===== config.mk =====
export PLATFORM = sky130hd
export DESIGN_NAME = hash_absorb_packer
export DESIGN_NICKNAME = d
export VERILOG_FILES = /design/src/rtl/hash_absorb_packer.sv
export SDC_FILE = /design/constraint.sdc
export NUM_CORES = 2
export LEC_CHECK = 0
export ABC_AREA = 1
export CORE_AREA = 2 2 451 453
export DETAILED_ROUTE_END_ITERATION = 8
export DIE_AREA = 0 0 453 455
export GPL_TIMING_DRIVEN = 0
export PLACE_DENSITY = 0.47
export SYNTH_ARGS = -nofsm -noshare
export SYNTH_HDL_FRONTEND = slang
export SYNTH_SLANG_ARGS = --single-unit

===== constraint.sdc =====
create_clock -name clk -period 2.9 [get_ports clk]
set_input_delay 0.435 -clock clk [delete_from_list [all_inputs] [get_ports clk]]
set_output_delay 0.435 -clock clk [all_outputs]
set_load 0.005 [all_outputs]

===== src/rtl/hash_absorb_packer.sv =====
// Packs 64-bit Keccak lanes into RATE_LANES-wide rate blocks, applies SHA3/SHAKE
// multi-rate padding at end of message and offers each block over valid/ready.
module hash_absorb_packer #(
  parameter int          RATE_LANES = 17,
  parameter logic [7:0]  DS_BYTE    = 8'h06
) (
  input  logic                       clk,
  input  logic                       rst,
  input  logic                       lane_in_valid,
  input  logic [63:0]                lane_in_data,
  input  logic                       lane_in_last,
  output logic                       lane_in_ready,
  output logic                       blk_valid,
  output logic [64*RATE_LANES-1:0]   blk_data,
  output logic                       blk_first,
  output logic                       blk_last,
  input  logic                       blk_ready,
  output logic [4:0]                 lane_cnt,
  output logic                       msg_done
);

  typedef enum logic [1:0] {FILL, PAD, OUT, OUT_PAD} state_t;

  localparam logic [4:0] LAST_IDX = 5'(RATE_LANES - 1);

  state_t     state_reg, state_next;
  logic [4:0] lane_cnt_reg, lane_cnt_next;
  logic       first_reg, first_next;
  logic       last_reg, last_next;
  logic       pad_pending_reg, pad_pending_next;
  logic       done_reg, done_next;
  logic       wr_en;
  logic       pad_en;

  always_comb begin
    state_next       = state_reg;
    lane_cnt_next    = lane_cnt_reg;
    first_next       = first_reg;
    last_next        = last_reg;
    pad_pending_next = pad_pending_reg;
    done_next        = 1'b0;
    wr_en            = 1'b0;
    pad_en           = 1'b0;
    case (state_reg)
      FILL: begin
        if (lane_in_valid) begin
          wr_en         = 1'b1;
          lane_cnt_next = lane_cnt_reg + 5'd1;
          if (lane_cnt_reg == LAST_IDX) begin
            state_next       = OUT;
            last_next        = 1'b0;
            pad_pending_next = lane_in_last;
          end else if (lane_in_last) begin
            state_next = PAD;
          end
        end
      end
      // OUT_PAD runs with lane_cnt already 0, so the same rule yields a pad-only block.
      PAD, OUT_PAD: begin
        pad_en           = 1'b1;
        last_next        = 1'b1;
        pad_pending_next = 1'b0;
        state_next       = OUT;
      end
      OUT: begin
        if (blk_ready) begin
          lane_cnt_next = 5'd0;
          first_next    = 1'b0;
          last_next     = 1'b0;
          if (last_reg) begin
            done_next  = 1'b1;
            first_next = 1'b1;
            state_next = FILL;
          end else if (pad_pending_reg) begin
            state_next = OUT_PAD;
          end else begin
            state_next = FILL;
          end
        end
      end
      default: state_next = FILL;
    endcase
  end

  always_ff @(posedge clk) begin
    if (rst) begin
      state_reg       <= FILL;
      lane_cnt_reg    <= 5'd0;
      first_reg       <= 1'b1;
      last_reg        <= 1'b0;
      pad_pending_reg <= 1'b0;
      done_reg        <= 1'b0;
    end else begin
      state_reg       <= state_next;
      lane_cnt_reg    <= lane_cnt_next;
      first_reg       <= first_next;
      last_reg        <= last_next;
      pad_pending_reg <= pad_pending_next;
      done_reg        <= done_next;
    end
  end

  // One register per slot; the pad value merges DS byte, zero fill and the final 0x80.
  for (genvar gi = 0; gi < RATE_LANES; gi++) begin : g_slot
    logic [63:0] slot_reg;
    logic [63:0] pad_lane;

    always_comb begin
      pad_lane = slot_reg;
      if (5'(gi) == lane_cnt_reg) begin
        pad_lane = {56'd0, DS_BYTE};
      end else if (5'(gi) > lane_cnt_reg) begin
        pad_lane = 64'd0;
      end
      if (gi == RATE_LANES - 1) begin
        pad_lane[63:56] = pad_lane[63:56] | 8'h80;
      end
    end

    always_ff @(posedge clk) begin
      if (rst) begin
        slot_reg <= 64'd0;
      end else if (wr_en && (lane_cnt_reg == 5'(gi))) begin
        slot_reg <= lane_in_data;
      end else if (pad_en) begin
        slot_reg <= pad_lane;
      end
    end

    assign blk_data[64*gi +: 64] = slot_reg;
  end

  assign lane_in_ready = (state_reg == FILL);
  assign blk_valid     = (state_reg == OUT);
  assign blk_first     = first_reg;
  assign blk_last      = last_reg;
  assign lane_cnt      = lane_cnt_reg;
  assign msg_done      = done_reg;

endmodule


== Word level (Yosys, flattened, before mapping) ==
Index checks and enable logic that the tools add are counted.

* Register bits after elaboration: 1099
* Bits in latches: 0
* RAM bits: 0
* ROM bits: 0
* Bits of input ports: 69
* Output and inout bits: 1098
* Word-level logic and storage cells: 251
* Memories: 0

* Add/subtract/negate cells: 1
* $mul: 0
* Div/mod/pow operators: 0
* $lt $le $gt $ge: 17
* Eq/ne operators: 39
* Shift-type cells: 0
* Muxes and demuxes: 89
* Bitwise operators: 2
* Reduce and logical (&&, ||, !) cells: 79

{| class="wikitable"
|+ Operators with widths
! kind !! count
|-
| 64-bit two-way mux || 66
|-
| 63-bit two-way mux || 2
|-
| 3-bit nonzero test || 17
|-
| 4-bit by 5-bit == test with 1-bit output, first input constant || 8
|-
| 5-bit by 4-bit == test with 1-bit output, second input constant || 8
|-
| 4-bit by 5-bit greater-than comparator with 1-bit output, first input constant || 8
|-
| 2-bit nonzero test || 19
|-
| 2-bit AND reduction || 18
|-
| 3-bit by 5-bit == test with 1-bit output, first input constant || 4
|-
| 5-bit by 3-bit == test with 1-bit output, second input constant || 4
|-
| 3-bit by 5-bit greater-than comparator with 1-bit output, first input constant || 4
|-
| 1-bit logical AND || 17
|-
| 2-bit two-way mux || 6
|-
| 3-bit AND reduction || 4
|-
| 2-bit by 5-bit == test with 1-bit output, first input constant || 2
|-
| 5-bit by 2-bit == test with 1-bit output, second input constant || 2
|-
| 1-bit by 5-bit greater-than comparator with 1-bit output, first input constant || 2
|-
| 2-bit by 5-bit greater-than comparator with 1-bit output, first input constant || 2
|-
| 5-bit two-way mux || 2
|-
| 5-bit case mux with 2 select lines || 1
|-
| 1-bit two-way mux || 9
|-
| 2-bit case mux with 3 select lines || 1
|-
| 5-bit by 1-bit adder with 5-bit output, second input constant || 1
|-
| 1-bit by 5-bit == test with 1-bit output, first input constant || 1
|-
| other kinds (16) || 19
|}

== Logic depth before layout (Yosys ltp) ==
* Depth in word-level cells: 5
* Gate-level depth with buffers: 13
* Depth with buffers taken out: 10

== Least setup slack after synthesis ==
OpenSTA, ideal clock, no wires.

* Kind: register to register
* From: register lane_cnt_reg[0], in the netlist lane_cnt[0]
* To: register g_slot[6].slot_reg[58]
* Arrival time: 1866 ps
* Slack: 963 ps
* Stages on the path, launching flop included: 13
* Path buffers: 3
* Period minus slack after synthesis: 1937 ps
* Cells stage by stage: dfxtp_1 > buf_2 > inv_1 > ha_1 > buf_2 > nand2_1 > nor2_1 > nand2_1 > nand2_1 > inv_2 > clkbuf_1 > nand2_1 > a21oi_1

* Word-level cells in the longest chain between the ends: 4
* Elaborated cells on any way between the ends: 10

{| class="wikitable"
|+ Ends and longest elaborated chain
! item !! RTL line !! source
|-
| from (decl) || 27 || <nowiki>logic [4:0] lane_cnt_reg, lane_cnt_next;</nowiki>
|-
| from (signal assigned) || 95 || <nowiki>lane_cnt_reg <= lane_cnt_next;</nowiki>
|-
| branches (longest 4 deep; another with 3-bit by 5-bit greater-than comparator with 1-bit output) || n/a ||
|-
| to (signal assigned) || 124 || <nowiki>slot_reg <= lane_in_data;</nowiki>
|-
| to (signal assigned) || 126 || <nowiki>slot_reg <= pad_lane;</nowiki>
|-
| to (decl) || 105 || <nowiki>logic [63:0] slot_reg;</nowiki>
|}

Parallel ways; which one is timed is not known. The select of a mux whose other input is x is not followed.
A chain may end at the register's enable or synchronous reset.

== Worst setup path after layout ==
* From: input rst
* To: register g_slot[9].slot_reg[3]

{| class="wikitable"
|+ RTL lines
! item !! RTL line !! source
|-
| from (decl) || 8 || <nowiki>input logic rst,</nowiki>
|-
| to (signal assigned) || 124 ||
|-
| to (signal assigned) || 126 ||
|-
| to (decl) || 105 ||
|}

No word-level cell between the ends.

==> results.toml <==
[status]
outcome = "finished, final reports clean"

[clock_network]
cts-root-buf = "clkbuf_16"
cts-buffers-inserted = 135
cts_max_path_buffers = 3
clock_sinks = 1099
clkLatencyLatePin_ps = 800
cts_tree = "yes"
path_clk_slew_ps = 60
ctsHtreeMaxLevel = 4

[global_route]
first_global_vias = 39601
grt_pass1_wl_um = 349200
grt_usage_pct = 24.76
antenna_found_initial = 27
overflow = 0
grt_max_degree = 17

[final_layout]
final_cell_count_no_fill = 9175
num-nets-final = 6461
area_growth_pct = 49.57
drive_above_1_share_pct = 7.747
fin_util_pct = 29.41
largest_reg_flops = 1088

[sta]
setup_viol_count_final = 0
slew_headroom_pct = 4.884
period_needed_ps = 2834
tns_ps = 0
setup_ws_ps = 65.92
max_freq_mhz = 352.8
final.period_utilization_pct = 97.73
drv_slew = 0
skew_ps = 30.41
rsz0062_at_grt = "no"
hold_viol = 0
worst_pin_slew_ps = 1427

[pwr]
power_density_nw_per_um2 = 626.0
leakage_nw = 19.30
ir_worst_vdd_v = 0.0005330

[floorplan]
start_util_pct = 19.67
chipWidth_um = 453
rows = 165
die-height_um = 455
core_um2 = 201300
io-pin-count = 1167
die-area_um2 = 206100

[placement]
dp.cells = 8905
io_buffer_count = 1103
hpwl_um = 203500
post-place-ws_ps = -1500
gp_congestion = 0.9011

[critical_path]
critPathKind = "in2reg"
worst_path_most_repeated_cell = "clkbuf_1"
crit_family = "buffers and inverters"
cp_num_buf_inv = 4
endpoint_kind = "flip-flop"
critPathRequiredTime_ps = 3510
worstSetupStartpointType = "input pin"
cp_slowest_cell = "clkbuf_1"
worstPathArrival_ps = 3440
critical-path-max-stage-delay_ps = 860
crit_path_cell_trace = "clkbuf_1, clkbuf_2, clkbuf_1, clkbuf_1, a21oi_1"
crit_fanout = 10

[yosys]
syn_nets = 5193
synth_area_leaders = "dfxtp_1 56%, nand2_1 16%, a21oi_1 14%, nand3_1 7.5%, clkbuf_1 3.2%"
ys.flop_type = "dfxtp_1"
syn_area_per_cell_um2 = 7.730
yosysTopAreaCell = "dfxtp_1"
yosysTopAreaCellShare_pct = 55.58
ys_seq_elements = 1099
async_flop_share_pct = 0
syn_area_um2 = 39590
yosysSeqAreaShare_pct = 55.58
yosys_warnings = 0
synth_edf_count = 0
postSynthCellCount = 5121
ys_types = 31

[route]
dr.pass1.iters = 6
drc = 0
via_count = 42815
dr.first_iter.drc_count = 4174
wl_um = 268900
via_per_inst = 4.666
wl_per_cell_um = 29.31
antenna_left = 0

[worst_hold_path]
hold_path.class = "in2reg"

[job]
drv_cap = 0
[synthesized netlist by cell type (3+ instances only)]
master,count
nand3_1,591
a21oi_1,1079
o21ai_0,23
buf_1,32
dfxtp_1,1099
nor2_1,84
nor3_2,3
nor3_1,4
nand2_1,1640
nand2_2,3
nor2_2,6
ha_1,3
inv_2,17
buf_4,8
buf_2,144
clkbuf_1,339
nand3b_1,4
inv_1,26
[cell usage in the layout, fill, tap and decap left out, types with 4 or more instances in the layout]
cell / Yosys / final
buf_1: 32 / 32
clkbuf_8: 0 / 31
clkinv_4: 0 / 4
clkbuf_4: 0 / 7
dfxtp_1: 1099 / 1099
o21ai_0: 23 / 23
nand3b_1: 4 / 4
clkinv_2: 0 / 18
clkbuf_1: 339 / 300
nor3_1: 4 / 4
a21oi_1: 1079 / 1079
diode_2: 0 / 10
clkinv_8: 0 / 5
inv_2: 17 / 10
buf_4: 8 / 25
buf_12: 0 / 14
inv_6: 0 / 8
nand3_1: 591 / 591
inv_4: 1 / 4
clkdlybuf4s50_1: 0 / 1103
buf_2: 144 / 136
nor2_1: 84 / 83
nand2_1: 1640 / 1638
bufinv_16: 0 / 6
inv_1: 26 / 25
clkbuf_2: 1 / 63
clkbuf_16: 0 / 138
nor2_4: 2 / 6
[cells by family after synthesis]
kind of cell	count (synthesis)	share of synthesized area, %
simple gates	2342	24.36
compound gates	1108	14.04
flops	1099	55.58
buf+inv	569	5.936
fa+ha+maj	3	0.09483
[through the flow]
stage                     power, mW  hold WS (ps)  cell area (um^2)
after floorplan               17.39         451.5             39590
after global placement        19.77         446.6             53970
after detailed placement      19.83         451.1             54210
after CTS                     37.26         71.69             59000
after global routing          38.04         109.1             59190
final                         37.07         158.0             59210
[power by group]
group	leakage, nW	internal (mW)	total, mW	switching [mW]
Clock	2.23	10.1	17.5	7.32
Combinational	8.21	0.981	4.12	3.14
Sequential	8.86	15.3	15.5	0.148
[what timing repair did]
action,CTS,global route
hold buffers,0,0
gates resized for setup,47,65
pin swaps,7,4
buffers inserted,10,10
endpoints found under the setup margin,723,444
[worst reg2reg max path: cells and delay by family, from the launching register on]
family          cells  cell delay, ps
flops               1             480
fa+ha+maj           1             300
simple gates        5             660
compound gates      1             140
buf+inv             4            1130
[final timing paths]
check,start,endpoint,slack (ps),depth (start not counted)
min reg2reg,g_slot[3].slot_reg[14],g_slot[3].slot_reg[14],460,2
max reg2reg,lane_cnt[0],g_slot[0].slot_reg[61],90,11
min,lane_in_data[33],g_slot[3].slot_reg[33],160,4
max,rst,g_slot[9].slot_reg[3],70,5
[layout make-up]
class                   count  area (um^2)
flip-flops and latches   1099        22000
plain buffers             523         2303
fillers                 21635       142100
inverters                  45        202.7
repair buffers           1132        11480
clock buffers             198         3989
diodes                     10        25.02
multi-input cells        3453        15330
well taps                2672         3343
clock inverters            43        536.8
[layer usage]
metal	routed length (um)	part of all wire (%)	track usage, %
met5	13	0.0048	0
met4	14680	5.5	12.18
met3	21440	8.0	5.944
met2	130500	49	42.43
met1	102300	38	28.80
No activity file was read; power rests on OpenSTA's default activity.
